===== src/rtl/if_id_stage.sv =====
// rtl/if_id_stage.sv - IF/ID pipeline register with load-use hazard detection and stall/flush counters
module if_id_stage #(
    parameter int               XLEN     = 32,
    parameter logic [XLEN-1:0]  PC_RESET = 32'h0000_0000,
    parameter int               CNT_W    = 32
) (
    input  logic             clk_i,
    input  logic             rst_i,
    input  logic [XLEN-1:0]  pc_i,
    input  logic [XLEN-1:0]  instr_i,
    input  logic             if_valid_i,
    input  logic             flush_i,
    input  logic             idex_memread_i,
    input  logic [4:0]       idex_rd_i,
    output logic [XLEN-1:0]  pc_o,
    output logic [XLEN-1:0]  instr_o,
    output logic             valid_o,
    output logic             pc_write_o,
    output logic             stall_o,
    output logic             noop_o,
    output logic [CNT_W-1:0] stall_cnt_o,
    output logic [CNT_W-1:0] flush_cnt_o
);

    localparam logic [6:0] OP_REG    = 7'b0110011;
    localparam logic [6:0] OP_IMM    = 7'b0010011;
    localparam logic [6:0] OP_LOAD   = 7'b0000011;
    localparam logic [6:0] OP_STORE  = 7'b0100011;
    localparam logic [6:0] OP_BRANCH = 7'b1100011;

    logic [6:0] opcode;
    logic [4:0] rs1;
    logic [4:0] rs2;
    logic       rs1_used;
    logic       rs2_used;
    logic       hazard;
    logic       flush_accept;

    assign opcode = instr_o[6:0];
    assign rs1    = instr_o[19:15];
    assign rs2    = instr_o[24:20];

    always_comb begin
        rs1_used = 1'b0;
        rs2_used = 1'b0;
        case (opcode)
            OP_REG, OP_STORE, OP_BRANCH: begin
                rs1_used = 1'b1;
                rs2_used = 1'b1;
            end
            OP_IMM, OP_LOAD: rs1_used = 1'b1;
            default: begin
                rs1_used = 1'b0;
                rs2_used = 1'b0;
            end
        endcase
    end

    // x0 is never a real destination, so a load into it cannot create a dependency
    assign hazard = valid_o && idex_memread_i && (idex_rd_i != 5'd0) &&
                    ((rs1_used && (idex_rd_i == rs1)) || (rs2_used && (idex_rd_i == rs2)));

    assign stall_o      = hazard;
    assign noop_o       = hazard;
    assign pc_write_o   = ~hazard;
    assign flush_accept = flush_i && !hazard;

    always_ff @(posedge clk_i) begin
        if (!rst_i) begin
            pc_o    <= PC_RESET;
            instr_o <= '0;
            valid_o <= 1'b0;
        end else if (hazard) begin
            // branch in ID has no operands yet; controller re-raises flush after the stall
            pc_o    <= pc_o;
            instr_o <= instr_o;
            valid_o <= valid_o;
        end else if (flush_i) begin
            pc_o    <= pc_i;
            instr_o <= '0;
            valid_o <= 1'b0;
        end else begin
            pc_o    <= pc_i;
            instr_o <= if_valid_i ? instr_i : '0;
            valid_o <= if_valid_i;
        end
    end

    always_ff @(posedge clk_i) begin
        if (!rst_i) begin
            stall_cnt_o <= '0;
            flush_cnt_o <= '0;
        end else begin
            if (hazard && (stall_cnt_o != '1))
                stall_cnt_o <= stall_cnt_o + CNT_W'(1);
            if (flush_accept && (flush_cnt_o != '1))
                flush_cnt_o <= flush_cnt_o + CNT_W'(1);
        end
    end

endmodule


===== config.mk =====
export PLATFORM = sky130hd
export DESIGN_NAME = if_id_stage
export DESIGN_NICKNAME = d
export VERILOG_FILES = /design/src/rtl/if_id_stage.sv
export SDC_FILE = /design/constraint.sdc
export NUM_CORES = 1
export LEC_CHECK = 0
export BUFFER_PORTS_ARGS = -buffer_cell sky130_fd_sc_hd__buf_2
export CORE_ASPECT_RATIO = 0.7
export CORE_MARGIN = 3
export CORE_UTILIZATION = 45
export CTS_CLUSTER_DIAMETER = 60
export CTS_CLUSTER_SIZE = 24
export DETAILED_ROUTE_END_ITERATION = 16
export PLACE_DENSITY_LB_ADDON = 0.12
export SKIP_LAST_GASP = 1
export SYNTH_ARGS = -nofsm -noshare
export SYNTH_HDL_FRONTEND = slang
export SYNTH_SLANG_ARGS = --single-unit
export TNS_END_PERCENT = 1

===== constraint.sdc =====
create_clock -name clk_i -period 2.9 [get_ports clk_i]
set_input_delay 0.435 -clock clk_i [delete_from_list [all_inputs] [get_ports clk_i]]
set_output_delay 0.435 -clock clk_i [all_outputs]
set_load 0.05 [all_outputs]

==> metrics.md, run 1 <==
| Metric | Value |
|---|---|
| Total gr overflow | `0` |
| Initial antenna violation count | `0` |
| Period utilisation layout | `0.9493` |
| Crit path max fanout | `3` |
| Arr. time, crit path | `roughly 2.3 ns` |
| Worst path cell trace | `xor2_1 > or4_4 > o32ai_2 > buf_4 > nand2_2 > clkinvlp_4 > buf_2` |
| Antenna cell count | `0` |
| Max_cap viols | `0` |
| Synthesized Nets | `801` |
| Fmax | `363.3 MHz` |
| CP max stage delay | `around 0.57 ns` |
| Vias per inst | `5.582` |
| Peak supply drop | `0.4075 mV` |
| Final setup fails | `0` |
| Outcome | `finished, final reports clean` |
| Leak Pwr | `3.190 nW` |
| Largest net degree at the start of global routing | `51` |
| Area grow syn2layout | `31.75%` |
| Hold slack | `0.2570 ns` |
| Pwr dens | `around 580 nW/µm²` |
| Buf/Inv on CP | `3` |
| Final max-slew violation count | `0` |
| Family with the most delay on the worst path | `simple AND/OR/NAND/NOR gates` |
| First-pass GRT wire length | `27270 µm` |
| Area leader, netlist | `dfxtp_1` |
| Worst skew pair latency | `0.41 ns` |
| Ys Warns | `0` |
| Worst Hold Class | `in2reg` |
| Period minus WS final | `roughly 2.8 ns` |
| CP max stage cell | `or4_4` |
| DRT iter0 DRCs | `342` |
| 1st-pass router iterations | `5` |
| CTS H-tree lvls | `4` |
| Die area | `approximately 14000 µm²` |
| Netlist cell types | `47` |
| Dpl cells | `1060` |
| Via Count | `6096` |
| Die H | `101.1 µm` |
| CTS Buf Count | `17` |
| Synth area leaders | `dfxtp_1 (44%), a21oi_1 (9.0%), nand2_1 (8.9%), nand3_1 (5.4%), or3_1 (2.8%)` |
| Clock slew at reported path FFs | `0.06 ns` |
| Setup TNS Final | `0 ns` |
| Vias in the first global route | `5509` |
| CTS root buffer | `clkbuf_16` |
| Fin nets | `993` |
| Clk_skew | `0.01331 ns` |
| Post-synth EDFFs | `0` |
| Clock Tree Buf Depth | `2` |
| Data required, critical path | `2.47 ns` |
| Drc violations | `0` |
| Routed WL | `between 15000 and 20000 µm` |
| Setup crit end kind | `output port` |
| Hold Fails Final Rpt | `0` |
| Initial core utilization | `0.4644` |
| Setup Fix Bufs, Post-CTS | `0` |
| Slew @ Worst Pin | `~0.56 ns` |
| Post-synth top area share | `0.4446` |
| Syn Std Cell Area | `a little under 6000 µm²` |
| Slew headroom | `0.6231` |
| Per-cell routed wire length | `roughly 16 µm` |
| CTS tree | `built` |
| Most common flop cell mapped by yosys | `dfxtp_1` |
| Layout cell share with drive strength beyond 1 | `0.2925` |
| Row count | `34` |
| Setup Crit Path Kind | `reg2out` |
| Post-DP HPWL | `12250 µm` |
| Area of the core | `12510 µm²` |
| Synth Register Bits | `around 130` |
| Gr usage total | `0.2318` |
| Startpoint Class | `flip-flop` |
| PortBufs | `205` |
| RSZ-0062 raised after global routing | `no` |
| Sequential share of the synthesized area | `0.4446` |
| Clock Sinks | `about 130` |
| GP Congestion | `approximately 0.85` |
| Syn Area/Cell | `8.011 µm²` |
| I/O Pins | `206` |
| Detail Route Antenna Nets | `0` |
| Ys async rst share | `0` |
| Die W | `141.8 µm` |
| Mapped Cells | `approximately 730` |
| Layout Cells excl Fill | `around 1100` |
## state kept, by name, indices dropped and copies added, names as in the netlist
signal,count
pc_o,32
valid_o,1
flush_cnt_o,32
stall_cnt_o,32
instr_o,32
## power by group
part	internal, mW	switching [mW]
sequential	1.81	0.0231
clock	1.39	0.832
combinational	0.104	0.253
total	3.31	1.11
## cell usage after synthesis, types with 5 or more instances
library cell / number
a21oi_1: 105
and3_1: 11
and4_1: 10
buf_1: 5
clkbuf_1: 41
dfxtp_1: 129
inv_1: 9
mux2i_1: 11
nand2_1: 138
nand2b_1: 14
nand3_1: 63
nand4_1: 15
nor2_1: 13
nor3_1: 9
nor4_1: 10
o21ai_0: 29
o311ai_0: 6
o31ai_1: 13
o41ai_1: 8
or3_1: 26
or4_1: 14
xnor2_1: 6
xor2_1: 7
## per-layer routing
metal / vias up / GRT usage / share of wire
met4: 0 / 0.06490 / 0.016
met3: 24 / 0.05737 / 0.066
met2: 214 / 0.3718 / 0.47
met1: 2843 / 0.3127 / 0.44
met5: - / 0 / 0
li1: 3015 / - / -
## worst paths after layout
kind | end | cells past startpoint | from | slack, ns
worst max-delay path | noop_o | 7 | instr_o[23] | 0.15
worst min-delay path | pc_o[19] | 3 | pc_i[19] | 0.26
worst max register to register | stall_cnt_o[26] | 6 | instr_o[23] | 0.19
worst min register to register | pc_o[10] | 2 | pc_o[10] | 0.45
## tightest hold or removal path, cell delays in order
cell,delay [ns]
buf_2,0.09
nand2_1,0.04
a21oi_1,0.05
## cells by family (layout without fill, tap and decap cells)
group,count (synthesis),count (layout),synth area share
AND/OR/NAND/NOR,340,340,0.3014
AO/OA/AOI/OAI,172,172,0.1717
flip-flops,129,129,0.4446
buffers and inverters,58,263,0.03942
XOR/XNOR,13,13,0.01960
multiplexers,11,11,0.01896
adder cells (fa/ha/maj),2,2,0.004308
## layout make-up
class | instances | area, µm²
Fill cell | 1154 | 4855
Multi-Input combinational cell | 538 | 3017
Sequential cell | 129 | 2587
Timing Repair Buffer | 221 | 1184
Clock buffer | 19 | 442.9
Tap cell | 162 | 202.7
Clock inverter | 13 | 176.4
Inverter | 10 | 42.54
## layout by cell type, fill, tap and decap left out, types with 12 or more instances in the layout
cell type | synthesis | final
o31ai_1 | 13 | 13
o21ai_0 | 29 | 29
nand2b_1 | 14 | 14
or4_1 | 14 | 14
clkbuf_16 | 0 | 17
nand2_1 | 138 | 137
nand4_1 | 15 | 15
buf_4 | 1 | 13
nand3_1 | 63 | 63
or3_1 | 26 | 26
a21oi_1 | 105 | 105
nor2_1 | 13 | 12
dfxtp_1 | 129 | 125
buf_2 | 0 | 205
## per-stage QoR
step                power, mW  setup WS (ns)  cell area (µm²)    util
floorplan               2.102        0.05293             5819       -
global placement        2.220        0.03228             7025  0.5617
detailed placement      2.229        0.01625             7025  0.5617
CTS                     4.456       0.001218             7645  0.6112
global route            4.562        0.04122             7652  0.6118
finish                  4.416         0.1472             7652  0.6118
## what timing repair did
| item | CTS | global route |
|---|---|---|
| resized for setup | 0 | 1 |
| hold buffers | 0 | 0 |
| setup endpoints to repair | 0 | 2 |
No activity file was read; power rests on OpenSTA's default activity.
==> run 2: changes to the inputs <==
- CORE_MARGIN: 3 -> 4
- CTS_BUF_LIST: default -> sky130_fd_sc_hd__clkbuf_4 sky130_fd_sc_hd__clkbuf_8 sky130_fd_sc_hd__clkbuf_16
- CTS_CLUSTER_DIAMETER: 60 -> default
==> metrics.md, run 2 (synthesized netlist as in run 1, its figures left out) <==
| Metric | Value |
|---|---|
| Per-cell routed wire length | `16.10 µm` |
| Largest net degree at the start of global routing | `60` |
| Area grow syn2layout | `30.91%` |
| Sw frac | `0.2692` |
| Outcome | `finished, final reports clean` |
| 1st-pass router iterations | `5` |
| Combinational power share | `0.083` |
| PortBufs | `205` |
| Place WS | `0.004103 ns` |
| Area of the core | `between 10000 and 15000 µm²` |
| Cell area after layout | `7604 µm²` |
| RSZ-0062 raised after global routing | `yes` |
| Power share of the clock group | `0.486` |
| Initial core utilization | `0.4644` |
| FF-to-FF path depth | `6` |
| Int Pwr | `approximately 3.1 mW` |
| CP max stage cell | `or4_4` |
| Hold path depth | `3` |
| Die area | `14820 µm²` |
| GP Congestion | `0.8995` |
| Placed Area | `7020 µm²` |
| Setup Crit Path Kind | `reg2out` |
| Fin nets | `994` |
| Die H | `103.1 µm` |
| Die W | `143.8 µm` |
| Pwr dens | `560.9 nW/µm²` |
| Setup TNS Final | `0 ns` |
| Via Count | `between 6000 and 7000` |
| Routed WL | `approximately 18000 µm` |
| Slew @ Worst Pin | `0.5761 ns` |
| Post-DP HPWL | `12530 µm` |
| Gr usage total | `0.2286` |
| Setup Fix Bufs, Post-CTS | `0` |
| Final max-slew violation count | `0` |
| Startpoint Class | `flip-flop` |
| Row count | `34` |
| P_sw | `1.148 mW` |
| CTS H-tree lvls | `4` |
| Worst r2r src | `instr_o[20]` |
| Data required, critical path | `2.47 ns` |
| Fillers | `1175` |
| Area of the multi-input gates | `3017 µm²` |
| Final Total Pwr | `4.265 mW` |
| DRT iter0 DRCs | `430` |
| Detail Route Antenna Nets | `0` |
| Crit path max fanout | `3` |
| First-pass GRT wire length | `27530 µm` |
| Period utilisation layout | `0.9816` |
| Final worst slack | `0.05342 ns` |
| Worst skew pair latency | `0.41 ns` |
| Layout cell share with drive strength beyond 1 | `0.2943` |
| Period minus WS final | `2.847 ns` |
| Antenna cell count | `0` |
| Peak supply drop | `0.4358 mV` |
| Clk_skew | `0.009934 ns` |
| R2r setup slk | `between 0.15 and 0.2 ns` |
| Register share of total power | `0.430` |
| I/O Pins | `206` |
| Initial antenna violation count | `2` |
| Clock Sinks | `129` |
| Drc violations | `0` |
| Setup crit end kind | `output port` |
| CTS Buf Count | `17` |
| Vias in the first global route | `5633` |
| Final setup fails | `0` |
| CTS tree | `built` |
| Leak Pwr | `3.166 nW` |
| Clock slew at reported path FFs | `0.06 ns` |
| Cts hold-fix bufs | `0` |
| Hold slack | `0.2586 ns` |
| Arr. time, crit path | `2.41 ns` |
| Reg-to-Reg End | `stall_cnt_o[27]` |
| Commonest non-fill, non-tap cell in the layout | `buf_2` |
| CTS root buffer | `clkbuf_16` |
| Fmax | `around 350 MHz` |
| FF+latch area | `2587 µm²` |
| Hold endpoint | `pc_o[4]` |
| Clock Tree Buf Depth | `2` |
| Worst path cell trace | `xor2_1 > or4_4 > o32ai_2 > buf_4 > nand2_2 > clkinvlp_4 > buf_2` |
| CP max stage delay | `0.55 ns` |
| Hold_sp | `pc_i[4]` |
| Max_cap viols | `0` |
| Worst Hold Class | `in2reg` |
| Slew headroom | `0.6124` |
| Hold Fails Final Rpt | `0` |
| Vias per inst | `5.633` |
| Most frequent cells in the layout | `buf_2 (204), nand2_1 (137), dfxtp_1 (125), a21oi_1 (105), nand3_1 (63)` |
| Total gr overflow | `0` |
==> run 2: metal layers <==
layer / GRT usage / vias to the layer above / wire (µm)
li1: - / 3022 / -
met1: 0.2974 / 2901 / 7389
met2: 0.3774 / 207 / 8669
met3: 0.05981 / 23 / 1317
met4: 0.06802 / 4 / 196
met5: 0 / - / 26
==> run 2: what timing repair did <==
| action | in CTS | in global routing |
|---|---|---|
| resized for setup | 1 | 1 |
| cloned | 0 | 0 |
| setup endpoints to repair | 2 | 2 |
==> run 2: worst max path at each step <==
| stage | startpoint | slack, ns | to | depth (start not counted) |
|---|---|---|---|---|
| 2_1_floorplan | instr_o[23] | 0.05 | stall_o | 6 |
| 3_3_place_gp | idex_rd_i[3] | 0.07 | stall_cnt_o[27] | 7 |
| 3_5_place_dp | idex_rd_i[0] | 0.004 | stall_cnt_o[15] | 8 |
| 4_1_cts | instr_o[20] | 0.07 | noop_o | 7 |
| 5_1_grt | instr_o[20] | -0.02 | stall_o | 7 |
| 6_report | instr_o[20] | 0.05 | stall_o | 7 |
==> run 2: layout make-up <==
| type | count | area share |
|---|---|---|
| flip-flops and latches | 129 | 0.3403 |
| clock buffers | 17 | 0.05595 |
| inverters | 10 | 0.005595 |
| multi-input cells | 538 | 0.3967 |
| well taps | 162 | 0.02666 |
| clock inverters | 15 | 0.01942 |
| repair buffers | 222 | 0.1553 |
==> run 2: power by group through the flow <==
stage | clock network (mW) | registers, mW | logic (mW)
final | 2.07 | 1.84 | 0.355
after global routing | 2.19 | 1.84 | 0.379
after CTS | 2.11 | 1.84 | 0.356
after detailed placement | 0 | 1.87 | 0.354
after global placement | 0 | 1.87 | 0.347
after floorplan | 0 | 2.00 | 0.0972
==> run 2: critical path: cells and delay by family, from the launching register on <==
| kind | cells | cell delay, ns |
|---|---|---|
| AO/OA/AOI/OAI | 1 | 0.35 |
| XOR/XNOR | 1 | 0.18 |
| buffers and inverters | 3 | 0.51 |
| flip-flops | 1 | 0.34 |
| AND/OR/NAND/NOR | 2 | 0.62 |
==> run 2: through the flow <==
stage	cells	utilization
CTS	1093	0.6077
detailed placement	1061	0.5613
finish	1093	0.6079
floorplan	725	-
global placement	1061	0.5613
global route	1093	0.6079
